--- config.mk ---
export PLATFORM = sky130hd
export DESIGN_NAME = tlm_window_mmio
export DESIGN_NICKNAME = d
export VERILOG_FILES = /design/src/rtl/tlm_window_pkg.sv /design/src/rtl/tlm_snap_fifo.sv /design/src/rtl/tlm_window_mmio.sv
export SDC_FILE = /design/constraint.sdc
export NUM_CORES = 1
export LEC_CHECK = 0
export CORE_ASPECT_RATIO = 0.75
export CORE_MARGIN = 5
export CORE_UTILIZATION = 61
export CTS_BUF_LIST = sky130_fd_sc_hd__clkbuf_4
export CTS_CLUSTER_SIZE = 10
export DETAILED_ROUTE_END_ITERATION = 6
export GPL_ROUTABILITY_DRIVEN = 1
export PLACE_DENSITY_LB_ADDON = 0.15
export SETUP_SLACK_MARGIN = 0.1
export SYNTH_ARGS = -nofsm -noshare
export SYNTH_HDL_FRONTEND = slang
export SYNTH_SLANG_ARGS = --single-unit
export TNS_END_PERCENT = 1
--- constraint.sdc ---
create_clock -name clk -period 5.64 [get_ports clk]
set_input_delay 0.564 -clock clk [delete_from_list [all_inputs] [get_ports clk]]
set_output_delay 0.564 -clock clk [all_outputs]
set_load 0.005 [all_outputs]
--- src/rtl/tlm_window_pkg.sv ---
// Shared definitions for the telemetry window MMIO peripheral:
// register offsets, CTRL/STATUS bit positions, snapshot record and FSM states.
package tlm_window_pkg;

   localparam int unsigned TLM_CNT_W = 32;

   localparam logic [5:0] OFF_CTRL       = 6'h00;
   localparam logic [5:0] OFF_STATUS     = 6'h04;
   localparam logic [5:0] OFF_POP_CYC    = 6'h08;
   localparam logic [5:0] OFF_HOLD_INST  = 6'h0C;
   localparam logic [5:0] OFF_HOLD_STALL = 6'h10;
   localparam logic [5:0] OFF_LIVE_CYC   = 6'h14;

   localparam logic [31:0] WIN_BYTES = 32'h40;

   localparam int unsigned CTRL_START = 0;
   localparam int unsigned CTRL_STOP  = 1;
   localparam int unsigned CTRL_FLUSH = 2;
   localparam int unsigned CTRL_IE    = 3;

   localparam int unsigned ST_RUNNING   = 0;
   localparam int unsigned ST_COUNT_LSB = 4;
   localparam int unsigned ST_OVERFLOW  = 8;
   localparam int unsigned ST_EMPTY     = 9;

   typedef struct packed {
      logic [TLM_CNT_W-1:0] cyc;
      logic [TLM_CNT_W-1:0] inst;
      logic [TLM_CNT_W-1:0] stall;
   } tlm_snap_t;

   typedef enum logic {IDLE, RUN} tlm_state_e;

endpackage

--- src/rtl/tlm_snap_fifo.sv ---
// Synchronous snapshot FIFO with flush; a push into a full FIFO succeeds
// when a pop happens in the same cycle.
module tlm_snap_fifo
   import tlm_window_pkg::*;
#(
   parameter int unsigned DEPTH = 4
)
(
   input  logic                   clk,
   input  logic                   rst_cpu,
   input  logic                   push,
   input  tlm_snap_t              push_data,
   input  logic                   pop,
   input  logic                   flush,
   output tlm_snap_t              head,
   output logic                   full,
   output logic                   empty,
   output logic [$clog2(DEPTH):0] count
);

   localparam int unsigned AW = $clog2(DEPTH);

   tlm_snap_t      mem [DEPTH];
   logic [AW:0]    wr_ptr;
   logic [AW:0]    rd_ptr;
   logic           do_push;
   logic           do_pop;

   assign count   = wr_ptr - rd_ptr;
   assign empty   = (count == '0);
   assign full    = (count == (AW+1)'(DEPTH));
   assign do_pop  = pop & ~empty;
   assign do_push = push & (~full | do_pop);
   assign head    = mem[rd_ptr[AW-1:0]];

   // Pointer update; flush overrides any push or pop in the same cycle.
   always_ff @(posedge clk or negedge rst_cpu) begin
      if (!rst_cpu) begin
         wr_ptr <= '0;
         rd_ptr <= '0;
      end else if (flush) begin
         wr_ptr <= '0;
         rd_ptr <= '0;
      end else begin
         if (do_push) wr_ptr <= wr_ptr + (AW+1)'(1);
         if (do_pop)  rd_ptr <= rd_ptr + (AW+1)'(1);
      end
   end

   // Storage write; contents need no reset since empty masks the head.
   always_ff @(posedge clk) begin
      if (do_push) mem[wr_ptr[AW-1:0]] <= push_data;
   end

endmodule

--- src/rtl/tlm_window_mmio.sv ---
// Telemetry window MMIO target: START/STOP latch the core counters, STOP
// pushes modulo-2^CNT_W deltas into a snapshot FIFO popped via register reads.
// Optional feature macro: TLM_WINDOW_IRQ_EN (snapshot-available interrupt).
module tlm_window_mmio
   import tlm_window_pkg::*;
#(
   parameter logic [31:0] BASE_ADDR  = 32'h9000_0000,
   parameter int unsigned FIFO_DEPTH = 4,
   parameter int unsigned CNT_W      = 32
)
(
   input  logic             clk,
   input  logic             rst_cpu,
   input  logic [CNT_W-1:0] tlm_mcycle_i,
   input  logic [CNT_W-1:0] tlm_minstret_i,
   input  logic [CNT_W-1:0] tlm_stall_i,
   input  logic [31:0]      mem_addr_i,
   input  logic [31:0]      mem_data_wr_i,
   input  logic             mem_rd_i,
   input  logic [3:0]       mem_wr_i,
   output logic             mem_accept_o,
   output logic             mem_ack_o,
   output logic [31:0]      mem_data_rd_o,
   output logic             mem_error_o,
   output logic             irq_o
);

   localparam int unsigned CW = $clog2(FIFO_DEPTH) + 1;

   tlm_state_e       state_q, state_d;
   logic             ack_q, err_q;
   logic [31:0]      rdata_q;
   logic [CNT_W-1:0] start_cyc_q, start_inst_q, start_stall_q;
   logic [31:0]      hold_inst_q, hold_stall_q;
   logic             overflow_q;
   logic             ie_q;

   logic [31:0]      offset;
   logic [5:0]       off6;
   logic             is_wr, req, in_win, mapped, read_only, req_err, acc_ok;
   logic             ctrl_wr, pop_rd, flush, latch_en, push_en;
   logic [31:0]      rd_mux;

   tlm_snap_t        push_data, fifo_head;
   logic             fifo_full, fifo_empty;
   logic [CW-1:0]    fifo_count;

   assign mem_accept_o  = ~ack_q;
   assign mem_ack_o     = ack_q;
   assign mem_error_o   = err_q;
   assign mem_data_rd_o = rdata_q;

   assign is_wr   = |mem_wr_i;
   assign req     = mem_accept_o & (mem_rd_i | is_wr);
   assign offset  = mem_addr_i - BASE_ADDR;
   assign in_win  = (offset < WIN_BYTES);
   assign off6    = offset[5:0];
   assign req_err = ~in_win | ~mapped | (is_wr & read_only);
   assign acc_ok  = req & ~req_err;
   assign ctrl_wr = acc_ok & is_wr & (off6 == OFF_CTRL);
   assign pop_rd  = acc_ok & ~is_wr & (off6 == OFF_POP_CYC);
   assign flush   = ctrl_wr & mem_data_wr_i[CTRL_FLUSH];

   assign push_data.cyc   = TLM_CNT_W'(tlm_mcycle_i   - start_cyc_q);
   assign push_data.inst  = TLM_CNT_W'(tlm_minstret_i - start_inst_q);
   assign push_data.stall = TLM_CNT_W'(tlm_stall_i    - start_stall_q);

   logic unused_ok;
   assign unused_ok = &{1'b0, mem_data_wr_i, fifo_count};

   // Register map decode: which offsets exist and which reject writes.
   always_comb begin
      mapped    = 1'b1;
      read_only = 1'b1;
      case (off6)
         OFF_CTRL:       read_only = 1'b0;
         OFF_STATUS, OFF_POP_CYC, OFF_HOLD_INST,
         OFF_HOLD_STALL, OFF_LIVE_CYC: ;
         default:        mapped = 1'b0;
      endcase
   end

   // Read data mux; an empty pop returns zero.
   always_comb begin
      rd_mux = '0;
      case (off6)
         OFF_CTRL:       rd_mux[CTRL_IE] = ie_q;
         OFF_STATUS: begin
            rd_mux[ST_RUNNING]          = (state_q == RUN);
            rd_mux[ST_COUNT_LSB +: 4]   = 4'(fifo_count);
            rd_mux[ST_OVERFLOW]         = overflow_q;
            rd_mux[ST_EMPTY]            = fifo_empty;
         end
         OFF_POP_CYC:    rd_mux = fifo_empty ? '0 : 32'(fifo_head.cyc);
         OFF_HOLD_INST:  rd_mux = hold_inst_q;
         OFF_HOLD_STALL: rd_mux = hold_stall_q;
         OFF_LIVE_CYC:   rd_mux = 32'(tlm_mcycle_i);
         default: ;
      endcase
   end

   // Window FSM next state: STOP wins over START while running.
   always_comb begin
      state_d  = state_q;
      latch_en = 1'b0;
      push_en  = 1'b0;
      if (ctrl_wr) begin
         case (state_q)
            IDLE: if (mem_data_wr_i[CTRL_START]) begin
               latch_en = 1'b1;
               state_d  = RUN;
            end
            RUN: if (mem_data_wr_i[CTRL_STOP]) begin
               push_en = 1'b1;
               state_d = IDLE;
            end else if (mem_data_wr_i[CTRL_START]) begin
               latch_en = 1'b1;
            end
            default: state_d = IDLE;
         endcase
      end
   end

   // FSM state register.
   always_ff @(posedge clk or negedge rst_cpu) begin
      if (!rst_cpu) state_q <= IDLE;
      else          state_q <= state_d;
   end

   // Response register: one-cycle ack with data or error.
   always_ff @(posedge clk or negedge rst_cpu) begin
      if (!rst_cpu) begin
         ack_q   <= 1'b0;
         err_q   <= 1'b0;
         rdata_q <= '0;
      end else begin
         ack_q   <= req;
         err_q   <= req & req_err;
         rdata_q <= (req & ~req_err & ~is_wr) ? rd_mux : '0;
      end
   end

   // Start latches, holding registers and sticky overflow.
   always_ff @(posedge clk or negedge rst_cpu) begin
      if (!rst_cpu) begin
         start_cyc_q   <= '0;
         start_inst_q  <= '0;
         start_stall_q <= '0;
         hold_inst_q   <= '0;
         hold_stall_q  <= '0;
         overflow_q    <= 1'b0;
      end else begin
         if (latch_en) begin
            start_cyc_q   <= tlm_mcycle_i;
            start_inst_q  <= tlm_minstret_i;
            start_stall_q <= tlm_stall_i;
         end
         if (pop_rd && !fifo_empty) begin
            hold_inst_q  <= 32'(fifo_head.inst);
            hold_stall_q <= 32'(fifo_head.stall);
         end
         // Flush applies after a same-write push, so it also clears a fresh overflow.
         if (flush)
            overflow_q <= 1'b0;
         else if (push_en && fifo_full && !pop_rd)
            overflow_q <= 1'b1;
      end
   end

`ifdef TLM_WINDOW_IRQ_EN
   logic irq_q;
   assign irq_o = irq_q;

   // Interrupt enable and registered snapshot-available interrupt.
   always_ff @(posedge clk or negedge rst_cpu) begin
      if (!rst_cpu) begin
         ie_q  <= 1'b0;
         irq_q <= 1'b0;
      end else begin
         if (ctrl_wr) ie_q <= mem_data_wr_i[CTRL_IE];
         irq_q <= ie_q & ~fifo_empty;
      end
   end
`else
   assign ie_q  = 1'b0;
   assign irq_o = 1'b0;
`endif

   tlm_snap_fifo #(.DEPTH(FIFO_DEPTH)) u_fifo (
      .clk       (clk),
      .rst_cpu   (rst_cpu),
      .push      (push_en),
      .push_data (push_data),
      .pop       (pop_rd),
      .flush     (flush),
      .head      (fifo_head),
      .full      (fifo_full),
      .empty     (fifo_empty),
      .count     (fifo_count)
   );

endmodule

==> results of run 1 <==
-- layer usage --
metal	up-vias	part of all wire	wire, µm	global-route usage
met5	-	0	0	0
met4	0	0.021	1260	0.0799
met3	70	0.087	5220	0.0692
met2	687	0.46	27500	0.379
met1	8403	0.44	26200	0.367
li1	7805	-	-	-
-- metrics by stage --
stage	util	power, mW	area (µm²)	worst slack [ns]
detailed placement	0.673	5.05	29100	1.05
finish	0.716	8.43	31000	1.85
global route	0.716	8.82	31000	1.61
floorplan	-	4.83	26700	0.454
CTS	0.716	8.52	31000	1.91
global placement	0.673	5.03	29100	1.12
-- worst max path at each step --
stage	start	end	slack [ns]	cells past startpoint
after floorplan	u_fifo.rd_ptr[1]$_DFFE_PN0P_	u_fifo.mem[3][0]$_DFFE_PP_	0.45	9
after global routing	mem_addr_i[12]	u_fifo.mem[2][30]$_DFFE_PP_	1.61	11
after global placement	mem_addr_i[17]	u_fifo.mem[2][37]$_DFFE_PP_	1.12	11
after detailed placement	mem_addr_i[17]	u_fifo.mem[2][37]$_DFFE_PP_	1.05	11
final	mem_addr_i[17]	u_fifo.mem[2][30]$_DFFE_PP_	1.85	11
after CTS	u_fifo.rd_ptr[1]$_DFFE_PN0P_	hold_stall_q[17]$_DFFE_PN0P_	1.91	9
-- cell families after synthesis --
family                   count (synthesis)  share of synthesized area
buffers and inverters                  204                     0.0289
multiplexers                           169                      0.112
AND/OR/NAND/NOR                        337                     0.0587
flip-flops                             586                      0.622
other                                    1                   0.000141
AO/OA/AOI/OAI                          420                      0.102
adder cells (fa/ha/maj)                104                     0.0499
XOR/XNOR                                82                     0.0269
-- cells in the mapped netlist (3+ instances only) --
library cell | instances | share of area
a222oi_1 | 31 | 0.012
and2_1 | 9 | 0.0021
mux2i_1 | 3 | 0.0011
o21bai_1 | 9 | 0.0025
a22oi_1 | 7 | 0.0020
a311oi_1 | 3 | 0.00098
edfxtp_1 | 384 | 0.43
a2111oi_0 | 3 | 0.00098
buf_1 | 17 | 0.0024
a21o_1 | 47 | 0.013
o211ai_1 | 7 | 0.0020
ha_1 | 100 | 0.047
dfrtp_1 | 202 | 0.19
a21oi_1 | 105 | 0.020
nand2b_1 | 12 | 0.0028
a221oi_1 | 3 | 0.00098
nand2_1 | 149 | 0.021
nor4_1 | 8 | 0.0019
clkbuf_1 | 58 | 0.0082
nand3_1 | 21 | 0.0039
nor4b_1 | 3 | 0.00098
o21ai_0 | 127 | 0.024
nor3_1 | 12 | 0.0023
a21boi_0 | 6 | 0.0017
and4_1 | 6 | 0.0020
nor2b_1 | 17 | 0.0040
mux2_2 | 70 | 0.030
inv_1 | 126 | 0.018
and3_1 | 11 | 0.0026
or2_2 | 5 | 0.0012
nor2_1 | 67 | 0.0094
o31a_1 | 6 | 0.0020
mux4_2 | 96 | 0.081
fa_1 | 4 | 0.0030
xnor2_1 | 57 | 0.019
a211oi_1 | 8 | 0.0023
xor2_1 | 25 | 0.0082
a221o_1 | 4 | 0.0015
o21a_1 | 20 | 0.0056
nand4_1 | 7 | 0.0016
a31oi_1 | 8 | 0.0019
-- final cells by class --
class | count | area share
antenna | 3 | 0.000242
clock buffer | 217 | 0.0526
clock inverter | 39 | 0.00663
inverter | 126 | 0.0153
multi-input combinational | 1113 | 0.302
sequential | 586 | 0.536
tap | 578 | 0.0234
timing repair buffer | 196 | 0.0640
-- report_power, final --
group	switching [mW]	internal (mW)	leakage, nW
sequential	0.00218	4.59	5.81
combinational	0.205	0.160	5.48
clock	1.62	1.85	1.11
-- sequential cells by signal (all words and copies together), names as in the netlist, 3 cells and up --
register,cells
u_fifo.mem,384
mem_data_rd_o,32
start_stall_q,32
hold_inst_q,32
hold_stall_q,32
start_inst_q,32
u_fifo.wr_ptr,3
u_fifo.rd_ptr,3
start_cyc_q,32
-- critical path: cells and delay by family --
kind                   cells  cell delay [ns]
buffers and inverters      3             1.17
AOI/OAI and AO/OA          1             0.28
and+or+nand+nor            7             2.22
==> metrics.txt, run 1 <==
status finished, violations left; failing checks DRC; global route overflow 0; DRT iter0 DRCs 1808; number of flops mapped to enable cells by yosys 384; die height roughly 190 µm; vias post-DR 16965; commonest non-fill, non-tap cell in the layout edfxtp_1; Initial Util 0.617; WL/cell 21.1 µm; multi-input logic area 9360 µm²; final wirelength 60200 µm; Setup crit start kind input port; RSZ-0062 raised after global routing no; WP data required 6.10 ns; PortBufs 172; clock net sink count slightly below 600; ys flop type edfxtp_1; library cells used by synthesis slightly above 70; arrival time at the worst endpoint 4.25 ns; CTS root buf clkbuf_4; r2r setup slk roughly 1.9 ns; fraction of layout cells with a size suffix above 1 0.193; mapped cell area 26700 µm²; CTS tree built; register area 16600 µm²; CP Max Fanout 36; post_cts resized 0; # fillers roughly 2900; HPWL after detailed placement 40900 µm; Leakage 12.4 nW; die area 48100 µm²; H-tree Lvls 4; largest net degree at the start of global routing 104; Area growth, synth to finish 16.0%; Die X approximately 250 µm; worst vdd ir 0.000158 V; hold slack between 0.3 and 0.4 ns; f_max 264 MHz; Avg Vias per Cell 5.94; Crit path largest cell delay 0.66 ns; Critical Path, Cell by Cell clkdlybuf4s50_1 > nor4_1 > nand3_1 > nor2_1 > and2_1 > nand3_1 > buf_4 > o2111ai_1 > nor2b_1 > and2_4 > buf_4; Placement Rows 66; Setup Buffers After CTS 0; Core Area about 43000 µm²; MaxCap Viol Count 0; worst-margin pin slew 1.10 ns; CP Capture Type flop; Final ANT Viol Nets 0; Critical-path top delay cell and2_4; P per Cell Area 272 nW/µm²; Worst Hold Path EP start_inst_q[11]$_DFFE_PN0P_; skew final roughly 0.047 ns; cts bufs inserted roughly 140; syn nets 2174; worst relative slew slack 0.267; Final Non-Filler Cells ~2900; setup TNS 0 ns; vias in the first global route between 15000 and 20000; Reg2Reg Depth 9; initial antenna violation count 4; fin crit period 3.79 ns; Avg Inst Size Synth 14.0 µm²; Yosys warning count 0; placed cells ~2600; Hold/Removal Path Class input port to flop; commonest non-fill, non-tap cells in the layout edfxtp_1, clkbuf_4, dfrtp_1; first drt pass iteration count 7; worst hold start tlm_minstret_i[11]; RR Endpoint hold_stall_q[25]$_DFFE_PN0P_; worst setup path class input port to flop; Min-Delay Path Depth 3; nets 2435; Global Route Usage Sum 0.253; register bit total from synthesis ~600; CTS Hold Buffers Added 1; drt drc 18; # setup viols final 0; first-pass GRT wire length 93700 µm; post-synthesis sequential area ratio 0.622; Mapped Cells 1903; Worst-path clk slew 0.08 ns; later-pin clock latency in the skew report 0.83 ns; reg2reg start u_fifo.rd_ptr[1]$_DFFE_PN0P_; Clock Tree Buf Depth 3; I/O pin count 203; asr flop ratio synth 0.345; GPL Wtd Cong 0.916; final hold violations 0; Slew Viols, Final 0; Final Cycle Share 0.671
(Power assumes the default switching activity.)
==> run 2, diff against run 1 <==
--- a/config.mk
+++ b/config.mk
@@ -7,7 +7,7 @@
 export LEC_CHECK = 0
 export CORE_ASPECT_RATIO = 0.75
 export CORE_MARGIN = 5
-export CORE_UTILIZATION = 61
+export CORE_UTILIZATION = 55
 export CTS_BUF_LIST = sky130_fd_sc_hd__clkbuf_4
 export CTS_CLUSTER_SIZE = 10
 export DETAILED_ROUTE_END_ITERATION = 6
==> constraint.sdc (replaced) <==
create_clock -name clk -period 3.15 [get_ports clk]
set_input_delay 0.315 -clock clk [delete_from_list [all_inputs] [get_ports clk]]
set_output_delay 0.315 -clock clk [all_outputs]
set_load 0.005 [all_outputs]
==> run 2 against run 1 <==
Effect of this change: via count up 4.3%; worst setup slack worse by 1.9 ns; the run ends with DRC, setup timing left; sequential share of layout area down 3.8 points; count of clock-buffer cells in the layout up 5; cell count up 9.7%; non-clock buffer count up 212; largest power group unchanged; sequential cell count unchanged.
==> metrics.txt, run 2 (synthesis results as in run 1) <==
status finished, violations left; failing checks DRC, setup timing; commonest non-fill, non-tap cell in the layout edfxtp_1; fraction of layout cells with a size suffix above 1 0.289; final hold violations 0; WL/cell between 20 and 25 µm; Clock Tree Buf Depth 3; max FFs per register about 380; HPWL after detailed placement 43300 µm; vias in the first global route 17997; CTS tree built; Critical Path, Cell by Cell inv_1 > ha_1 > buf_4 > o21a_1 > o31a_1 > o31a_1 > a211oi_2 > a21oi_2 > a221o_1 > a41oi_4 > buf_4 > nor2_1 > nor2_1 > xnor2_2; worst vdd ir between 0.0004 and 0.0005 V; CP Capture Type flop; worst-margin pin slew around 1.0 ns; Worst-path clk slew 0.07 ns; Global Route Usage Sum 0.235; DRT iter0 DRCs between 1000 and 1500; later-pin clock latency in the skew report 0.85 ns; cts bufs inserted 142; Area growth, synth to finish 24.9%; Initial Util 0.560; die area 53100 µm²; Leakage 13.7 nW; Hold/Removal Path Class input port to asynchronous set/reset pin; Crit path largest cell delay 0.36 ns; Final Cycle Share 1.02; commonest non-fill, non-tap cells in the layout edfxtp_1, clkbuf_4, buf_4; MaxCap Viol Count 0; die height 201 µm; Critical-path top delay cell dfrtp_1; # setup viols final 9; RSZ-0062 raised after global routing yes; initial antenna violation count 2; CTS root buf clkbuf_4; I/O pin count roughly 200; final wirelength 62800 µm; multi-input logic area 9790 µm²; skew final 0.0350 ns; Placement Rows 69; Reg2Reg Depth 14; register area 16600 µm²; drt drc 1; worst setup path class flop to flop; Final ANT Viol Nets 0; Slew Viols, Final 0; Die X 264 µm; P per Cell Area 464 nW/µm²; H-tree Lvls 4; clock net sink count about 590; Crit path depth 14; final worst slack -0.0496 ns; PortBufs 172; largest net degree at the start of global routing 99; worst relative slew slack 0.324; Core Area 47700 µm²; # fillers 3313; first-pass GRT wire length 98000 µm; arrival time at the worst endpoint 3.76 ns; Setup crit start kind flop; CP Buf/Inv Count 3; fin crit period 3.20 ns; WP data required between 3 and 4 ns; global route overflow 0; nets 2648; Final Non-Filler Cells 3135; vias post-DR 17696; f_max 313 MHz; CP delay by family, top compound AO/OA/AOI/OAI gates; placed cells 2858; first drt pass iteration count 7; hold slack slightly above 0.08 ns; CP Max Fanout 4; Final Util 0.699; GPL Wtd Cong 0.897; Avg Vias per Cell approximately 5.6
run 2: cell count changes in the layout (fill, tap and decap cells not counted), moves of 5 or more:
cell,previous run,this run
xnor2_2,0,9
o21ai_0,127,117
ha_4,0,5
xnor2_1,57,48
buf_4,17,211
buf_12,6,18
a21oi_1,104,98
dlygate4sd3_1,1,7
o21ai_2,0,5
a21oi_2,1,6
clkinv_1,27,19
ha_1,100,92
clkbuf_4,217,222
run 2: power by group:
group / internal (mW) / switching (mW)
clock: 3.54 / 2.91
sequential: 8.22 / 0.00337
combinational: 0.376 / 0.398
total: 12.1 / 3.31
run 2: worst paths after layout:
path | start | endpoint | slack (ns)
worst max-delay path | start_cyc_q[2]$_DFFE_PN0P_ | u_fifo.mem[2][91]$_DFFE_PP_ | -0.05
worst min-delay path | rst_cpu | start_inst_q[2]$_DFFE_PN0P_ | 0.08
worst max register to register | start_cyc_q[2]$_DFFE_PN0P_ | u_fifo.mem[2][91]$_DFFE_PP_ | -0.05
worst min register to register | hold_inst_q[22]$_DFFE_PN0P_ | hold_inst_q[22]$_DFFE_PN0P_ | 0.51
max in group asynchronous | rst_cpu | mem_data_rd_o[22]$_DFF_PN0_ | 2.19
min in group clk | tlm_stall_i[28] | start_stall_q[28]$_DFFE_PN0P_ | 0.08
run 2: metal layers:
metal	global-route usage	vias to the layer above	routed length, µm
li1	-	8243	-
met1	0.343	8764	27800
met2	0.354	621	29000
met3	0.0630	68	4970
met4	0.0671	0	1090
met5	0	-	0
run 2: layout make-up:
type                            count  area share
Sequential cell                   586       0.498
Multi-Input combinational cell   1113       0.294
Timing Repair Buffer              408       0.112
Clock buffer                      222      0.0500
Tap cell                          639      0.0240
Inverter                          126      0.0142
Clock inverter                     35     0.00743
Antenna cell                        6    0.000451
run 2: timing repair:
| action | in CTS | in global routing |
|---|---|---|
| resized for setup | 24 | 66 |
| setup endpoints to repair | 104 | 141 |
| setup buffers | 6 | 1 |
| pin swaps | 16 | 34 |
| endpoints found under the hold margin | 84 | 0 |
| hold buffers | 7 | 0 |
run 2: stage by stage:
stage	area [µm²]	worst slack [ns]	TNS (ns)	power, mW
final	33300	-0.0496	-0.212	15.5
after global routing	33300	-0.150	-1.61	16.1
after CTS	33000	0.0212	0	15.6
after detailed placement	30900	-0.725	-110.83	9.12
after global placement	30900	-0.641	-49.08	9.10
after floorplan	26700	0.129	0	8.65
